## src/rtl/mem_arb_pkg.sv

```systemverilog
// Shared types for the unified-memory port arbiter.
//   arb_state_t : transaction FSM states
//   owner_t     : which pipeline requester holds the current transaction
//   cnt_width() : watchdog counter width able to hold the value TIMEOUT
package mem_arb_pkg;

  typedef enum logic [1:0] {
    IDLE  = 2'd0,
    ISSUE = 2'd1,
    WAIT  = 2'd2,
    RESP  = 2'd3
  } arb_state_t;

  typedef enum logic {
    OWN_I = 1'b0,
    OWN_D = 1'b1
  } owner_t;

  localparam int TIMEOUT_DFLT = 255;
  localparam int CNT_W        = $clog2(TIMEOUT_DFLT + 1);

  // Counter width for an arbiter built with a non-default TIMEOUT.
  function automatic int cnt_width(input int timeout);
    return $clog2(timeout + 1);
  endfunction

endpackage

```

## src/rtl/mem_port_arbiter_watchdog.sv

```systemverilog
// txn_watchdog: counts cycles a memory transaction spends waiting for its ack.
//   clk, rst   : clock, asynchronous active-high reset
//   i_clear    : zero the counter (held while the command is issued)
//   i_enable   : advance the counter by one
//   o_expired  : counter has reached TIMEOUT-1
module txn_watchdog #(
  parameter int TIMEOUT = 255,
  parameter int CNT_W   = 8
) (
  input  logic clk,
  input  logic rst,
  input  logic i_clear,
  input  logic i_enable,
  output logic o_expired
);

  logic [CNT_W-1:0] r_cnt;

  always_ff @(posedge clk or posedge rst) begin
    if (rst) begin
      r_cnt <= '0;
    end else if (i_clear) begin
      r_cnt <= '0;
    end else if (i_enable) begin
      r_cnt <= r_cnt + 1'b1;
    end
  end

  assign o_expired = (r_cnt == CNT_W'(TIMEOUT - 1));

endmodule

```

## src/rtl/mem_port_arbiter.sv

```systemverilog
// mem_port_arbiter: shares one single-ported memory between instruction fetch
// (read only) and the memory stage (read/write). One transaction at a time,
// data has fixed priority over fetch. Each transaction: IDLE -> ISSUE ->
// [WAIT...] -> RESP -> IDLE.
//   Fetch port : i_req, i_addr, flush in; i_rdata, i_valid, i_err out
//   Data port  : d_req, d_we, d_addr, d_wdata in; d_rdata, d_valid, d_err out
//   Pipeline   : stall_f, stall_m out
//   Memory     : mem_req, mem_we, mem_addr, mem_wdata out; mem_rdata, mem_ack in
//   Status     : busy out (FSM not in IDLE)
module mem_port_arbiter
  import mem_arb_pkg::*;
#(
  parameter int WIDTH      = 32,
  parameter int ADDR_WIDTH = 32,
  parameter int TIMEOUT    = 255
) (
  input  logic                  clk,
  input  logic                  rst,
  input  logic                  i_req,
  input  logic [ADDR_WIDTH-1:0] i_addr,
  output logic [WIDTH-1:0]      i_rdata,
  output logic                  i_valid,
  output logic                  i_err,
  input  logic                  flush,
  input  logic                  d_req,
  input  logic                  d_we,
  input  logic [ADDR_WIDTH-1:0] d_addr,
  input  logic [WIDTH-1:0]      d_wdata,
  output logic [WIDTH-1:0]      d_rdata,
  output logic                  d_valid,
  output logic                  d_err,
  output logic                  stall_f,
  output logic                  stall_m,
  output logic                  mem_req,
  output logic                  mem_we,
  output logic [ADDR_WIDTH-1:0] mem_addr,
  output logic [WIDTH-1:0]      mem_wdata,
  input  logic [WIDTH-1:0]      mem_rdata,
  input  logic                  mem_ack,
  output logic                  busy
);

  localparam int WD_W = cnt_width(TIMEOUT);

  arb_state_t            r_state;
  arb_state_t            w_next_state;
  owner_t                r_owner;
  logic                  r_discard;
  logic                  r_err;
  logic                  r_mem_we;
  logic [ADDR_WIDTH-1:0] r_mem_addr;
  logic [WIDTH-1:0]      r_mem_wdata;
  logic [WIDTH-1:0]      r_i_rdata;
  logic [WIDTH-1:0]      r_d_rdata;

  logic w_grant_d;
  logic w_grant_i;
  logic w_capture;
  logic w_timeout;
  logic w_expired;
  logic w_resp;

  txn_watchdog #(
    .TIMEOUT (TIMEOUT),
    .CNT_W   (WD_W)
  ) u_watchdog (
    .clk       (clk),
    .rst       (rst),
    .i_clear   (r_state == ISSUE),
    .i_enable  (r_state == WAIT),
    .o_expired (w_expired)
  );

  always_ff @(posedge clk or posedge rst) begin
    if (rst) begin
      r_state <= IDLE;
    end else begin
      r_state <= w_next_state;
    end
  end

  always_comb begin
    w_next_state = r_state;
    w_grant_d    = 1'b0;
    w_grant_i    = 1'b0;
    w_capture    = 1'b0;
    w_timeout    = 1'b0;
    mem_req      = 1'b0;
    case (r_state)
      IDLE: begin
        // Data first: the memory-stage instruction is older than the fetch.
        if (d_req) begin
          w_grant_d    = 1'b1;
          w_next_state = ISSUE;
        end else if (i_req && !flush) begin
          w_grant_i    = 1'b1;
          w_next_state = ISSUE;
        end
      end
      ISSUE: begin
        mem_req = 1'b1;
        if (mem_ack) begin
          w_capture    = 1'b1;
          w_next_state = RESP;
        end else begin
          w_next_state = WAIT;
        end
      end
      WAIT: begin
        // An ack arriving on the last allowed cycle still counts as success.
        if (mem_ack) begin
          w_capture    = 1'b1;
          w_next_state = RESP;
        end else if (w_expired) begin
          w_timeout    = 1'b1;
          w_next_state = RESP;
        end
      end
      RESP: begin
        // No arbitration here: the requester gets one cycle to drop its req.
        w_next_state = IDLE;
      end
      default: begin
        w_next_state = IDLE;
      end
    endcase
  end

  always_ff @(posedge clk or posedge rst) begin
    if (rst) begin
      r_owner     <= OWN_I;
      r_mem_we    <= 1'b0;
      r_mem_addr  <= '0;
      r_mem_wdata <= '0;
      r_i_rdata   <= '0;
      r_d_rdata   <= '0;
      r_err       <= 1'b0;
      r_discard   <= 1'b0;
    end else begin
      if (w_grant_d) begin
        r_owner     <= OWN_D;
        r_mem_we    <= d_we;
        r_mem_addr  <= d_addr;
        r_mem_wdata <= d_wdata;
      end else if (w_grant_i) begin
        r_owner    <= OWN_I;
        r_mem_we   <= 1'b0;
        r_mem_addr <= i_addr;
      end

      if (w_capture || w_timeout) begin
        r_err <= w_timeout;
        if (r_owner == OWN_D) begin
          r_d_rdata <= w_timeout ? '0 : mem_rdata;
        end else begin
          r_i_rdata <= w_timeout ? '0 : mem_rdata;
        end
      end

      // A flushed fetch still finishes on the bus; only its result is dropped.
      if (w_next_state == IDLE) begin
        r_discard <= 1'b0;
      end else if (r_state != IDLE && r_owner == OWN_I && flush) begin
        r_discard <= 1'b1;
      end
    end
  end

  assign w_resp    = (r_state == RESP);
  // flush is also applied combinationally so a flush in RESP itself drops the fetch.
  assign i_valid   = w_resp && (r_owner == OWN_I) && !r_discard && !flush;
  assign d_valid   = w_resp && (r_owner == OWN_D);
  assign i_err     = i_valid && r_err;
  assign d_err     = d_valid && r_err;
  assign i_rdata   = r_i_rdata;
  assign d_rdata   = r_d_rdata;
  assign mem_we    = r_mem_we;
  assign mem_addr  = r_mem_addr;
  assign mem_wdata = r_mem_wdata;
  assign stall_f   = i_req && !i_valid;
  assign stall_m   = d_req && !d_valid;
  assign busy      = (r_state != IDLE);

endmodule
```

## config.mk

```make
export PLATFORM = sky130hd
export DESIGN_NAME = mem_port_arbiter
export DESIGN_NICKNAME = d
export VERILOG_FILES = /design/src/rtl/mem_arb_pkg.sv /design/src/rtl/mem_port_arbiter_watchdog.sv /design/src/rtl/mem_port_arbiter.sv
export SDC_FILE = /design/constraint.sdc
export NUM_CORES = 1
export LEC_CHECK = 0
export BUFFER_PORTS_ARGS = -buffer_cell sky130_fd_sc_hd__buf_4
export CORE_UTILIZATION = 30
export DETAILED_ROUTE_END_ITERATION = 10
export GPL_TIMING_DRIVEN = 0
export PLACE_DENSITY = 0.63
export SLEW_MARGIN = 5
export SYNTH_ARGS = -nofsm -noshare
export SYNTH_HDL_FRONTEND = slang
export SYNTH_SLANG_ARGS = --single-unit
```

## constraint.sdc

```tcl
create_clock -name clk -period 5.7 [get_ports clk]
set_input_delay 0.57 -clock clk [delete_from_list [all_inputs] [get_ports clk]]
set_output_delay 0.57 -clock clk [all_outputs]
set_load 0.01 [all_outputs]
```

==> metrics.csv <==
metric;value;unit
status;completed;
antenna_found_initial;0;
synthTopCellsByCount;dfrtp_1, mux2_2, a21boi_0;
num_io_pins;272;
synth-main-ff-cell;dfrtp_1;
synth.area.top_cells;dfrtp_1, mux2_2, a21boi_0;
end_kind;output port;
arrival;1.89;ns
nNetsFinal;943;
multiInputGateArea;0.00282;mm2
synth_area;0.00668;mm2
core-area;0.0218;mm2
grt_pass1_wl;28700;um
cap_viol_max_count;0;
critPathKind;flip-flop to output port;
fin_area;0.00966;mm2
synth_edf_count;0;
yosysSeqAreaShare;53.2;%
routed_wl;18700;um
grt.total_usage;16.2;%
antenna_cells;0;
yosys_warnings;0;
vias_per_cell;4.91;
slew_headroom;60.0;%
tightest_slew;0.600;ns
drt_iter0_drc;197;
cts_tree;yes;
ant_nets;0;
async_flop_share;100;%
avgRoutedWirePerCell;17.1;um
postLayoutCoreUtil;44.3;%
start_kind;flip-flop;
grt_max_degree;98;
crit_slowest_cell;nor4b_1;
path_cells;buf_2 -> nor4b_1 -> and2_1 -> buf_4;
regArea;0.00355;mm2
setup_violations;0;
final.min_clock_period;2.46;ns
ys_ff_latch;142;
die-area;0.0229;mm2
max_freq;0.406;GHz
finClkSkew;0.0103;ns
postCtsHoldBufs;0;
worst_ep_required_time;5.13;ns
die_w;151;um
synth_top_area_share;53.2;%
postPlaceCellArea;0.00909;mm2
path_clk_slew;0.06;ns
worstPathMaxFanout;10;
grt_setup_unrepaired;no;
min_path_type;input port to async pin;
overflow;0;
cpPeakStageDelay;0.53;ns
yosysUniqueCellTypes;46;
synth_most_common_cell;dfrtp_1;
vias;5375;
ir_worst_vdd;0.210;mV
holdWs;0.143;ns
io_buffers;270;
cts_buffers;17;
grt_pass1_vias;5281;
cts-resized-gates;0;
fillers;2090;
leakage;4.39;nW
clk_latency;0.41;ns
clock-sinks;142;
drtPass1Iterations;4;
setup_tns;0;ns
synthCells;512;
synth_top_area_cell;dfrtp_1;
area_delta_synth_final;44.7;%
slew_viol_final;0;
postSynthAreaPerCell;13.0;um2
htreeDepth;4;
cts_max_path_buffers;2;
die_y;151;um
syn_nets;653;
start_util;30.6;%
postCtsSetupBuffers;0;
dp_hpwl;13800;um
drcViolationCount;0;
p_total;5.68;mW
cts-root-buf;clkbuf_16;
finalCritPeriodShare;43.2;%
fp-row-count;54;
drive_gt1_share;54.5;%
routabilityCongestion;0.762;
hold_violations;0;
power_density;588;mW/mm2
area by class of cell:
cell class / count / share of cell area (%)
Sequential cell: 142 / 36.8
Multi-Input combinational cell: 312 / 29.2
Timing Repair Buffer: 271 / 21.3
Clock buffer: 18 / 4.44
Tap cell: 280 / 3.63
Buffer: 40 / 2.41
Clock inverter: 14 / 1.50
Inverter: 18 / 0.777
routing by layer:
metal	GRT usage (%)	part of all wire, %
met4	4.20	0.75
met3	3.80	5.3
met1	21.6	44
met2	26.4	50
met5	0	0
through the flow:
step / instances / setup slack [ns]
floorplan: 512 / 1.32
global placement: 1062 / -0.718
detailed placement: 1063 / 3.54
CTS: 1095 / 3.14
global route: 1095 / 3.02
finish: 1095 / 3.24
placed cells by master, fill, tap and decap left out, types with 2 or more instances in the layout:
cell type,synthesis,final
clkbuf_1,18,19
buf_4,5,275
a21o_1,10,10
nor4b_1,2,2
nand3_1,2,2
a22o_1,2,2
a221o_2,23,23
inv_8,0,3
inv_1,18,17
nor2_1,7,7
mux2_1,6,6
o31ai_1,2,2
o2bb2ai_1,3,3
a221o_1,31,31
mux2_2,90,90
nor2b_1,5,5
clkinvlp_4,0,3
inv_6,0,7
clkbuf_16,0,17
ha_1,6,6
clkbuf_8,2,2
and2_1,3,3
and4_1,2,2
nand2_1,15,15
a21boi_0,55,55
dfrtp_1,142,142
buf_6,4,4
a21oi_1,4,4
mux2i_1,4,4
buf_2,11,11
nand2b_1,12,12
o221ai_1,10,10
sequential cells by signal, indices dropped and copies added, names as in the netlist:
name,count
i_rdata,32
u_watchdog.r_cnt,8
mem_addr,32
mem_we,1
r_owner,1
r_discard,1
d_rdata,32
mem_wdata,32
r_err,1
r_state,2
critical path, delay by kind of cell (launching register included):
kind / cells / cell delay, ns
simple gates: 2 / 0.74
flops: 1 / 0.41
buf+inv: 2 / 0.33
cells by family after synthesis:
| kind of cell | Yosys count | synth area share, % |
|---|---|---|
| AO/OA/AOI/OAI | 151 | 19.8 |
| adder cells (fa/ha/maj) | 6 | 1.12 |
| buffers and inverters | 58 | 4.50 |
| flip-flops | 142 | 53.2 |
| multiplexers | 100 | 16.8 |
| AND/OR/NAND/NOR | 55 | 4.55 |
path summary, 6_finish.rpt:
| check | startpoint | end | slack, ns | cells past startpoint |
|---|---|---|---|---|
| max | r_owner | i_err | 3.24 | 4 |
| min | rst | mem_wdata[8] | 0.14 | 2 |
| max reg2reg | r_state[0] | i_rdata[7] | 3.52 | 7 |
| min reg2reg | mem_we | mem_we | 0.49 | 1 |
| max in group asynchronous | rst | d_rdata[7] | 4.77 | 3 |
| min in group clk | d_wdata[13] | mem_wdata[13] | 0.39 | 2 |
where the power goes:
group          switching [mW]  internal (mW)
clock                   0.481          0.618
combinational            1.24           1.48
sequential              0.352           1.51
Power figures use the tool's default switching activity.
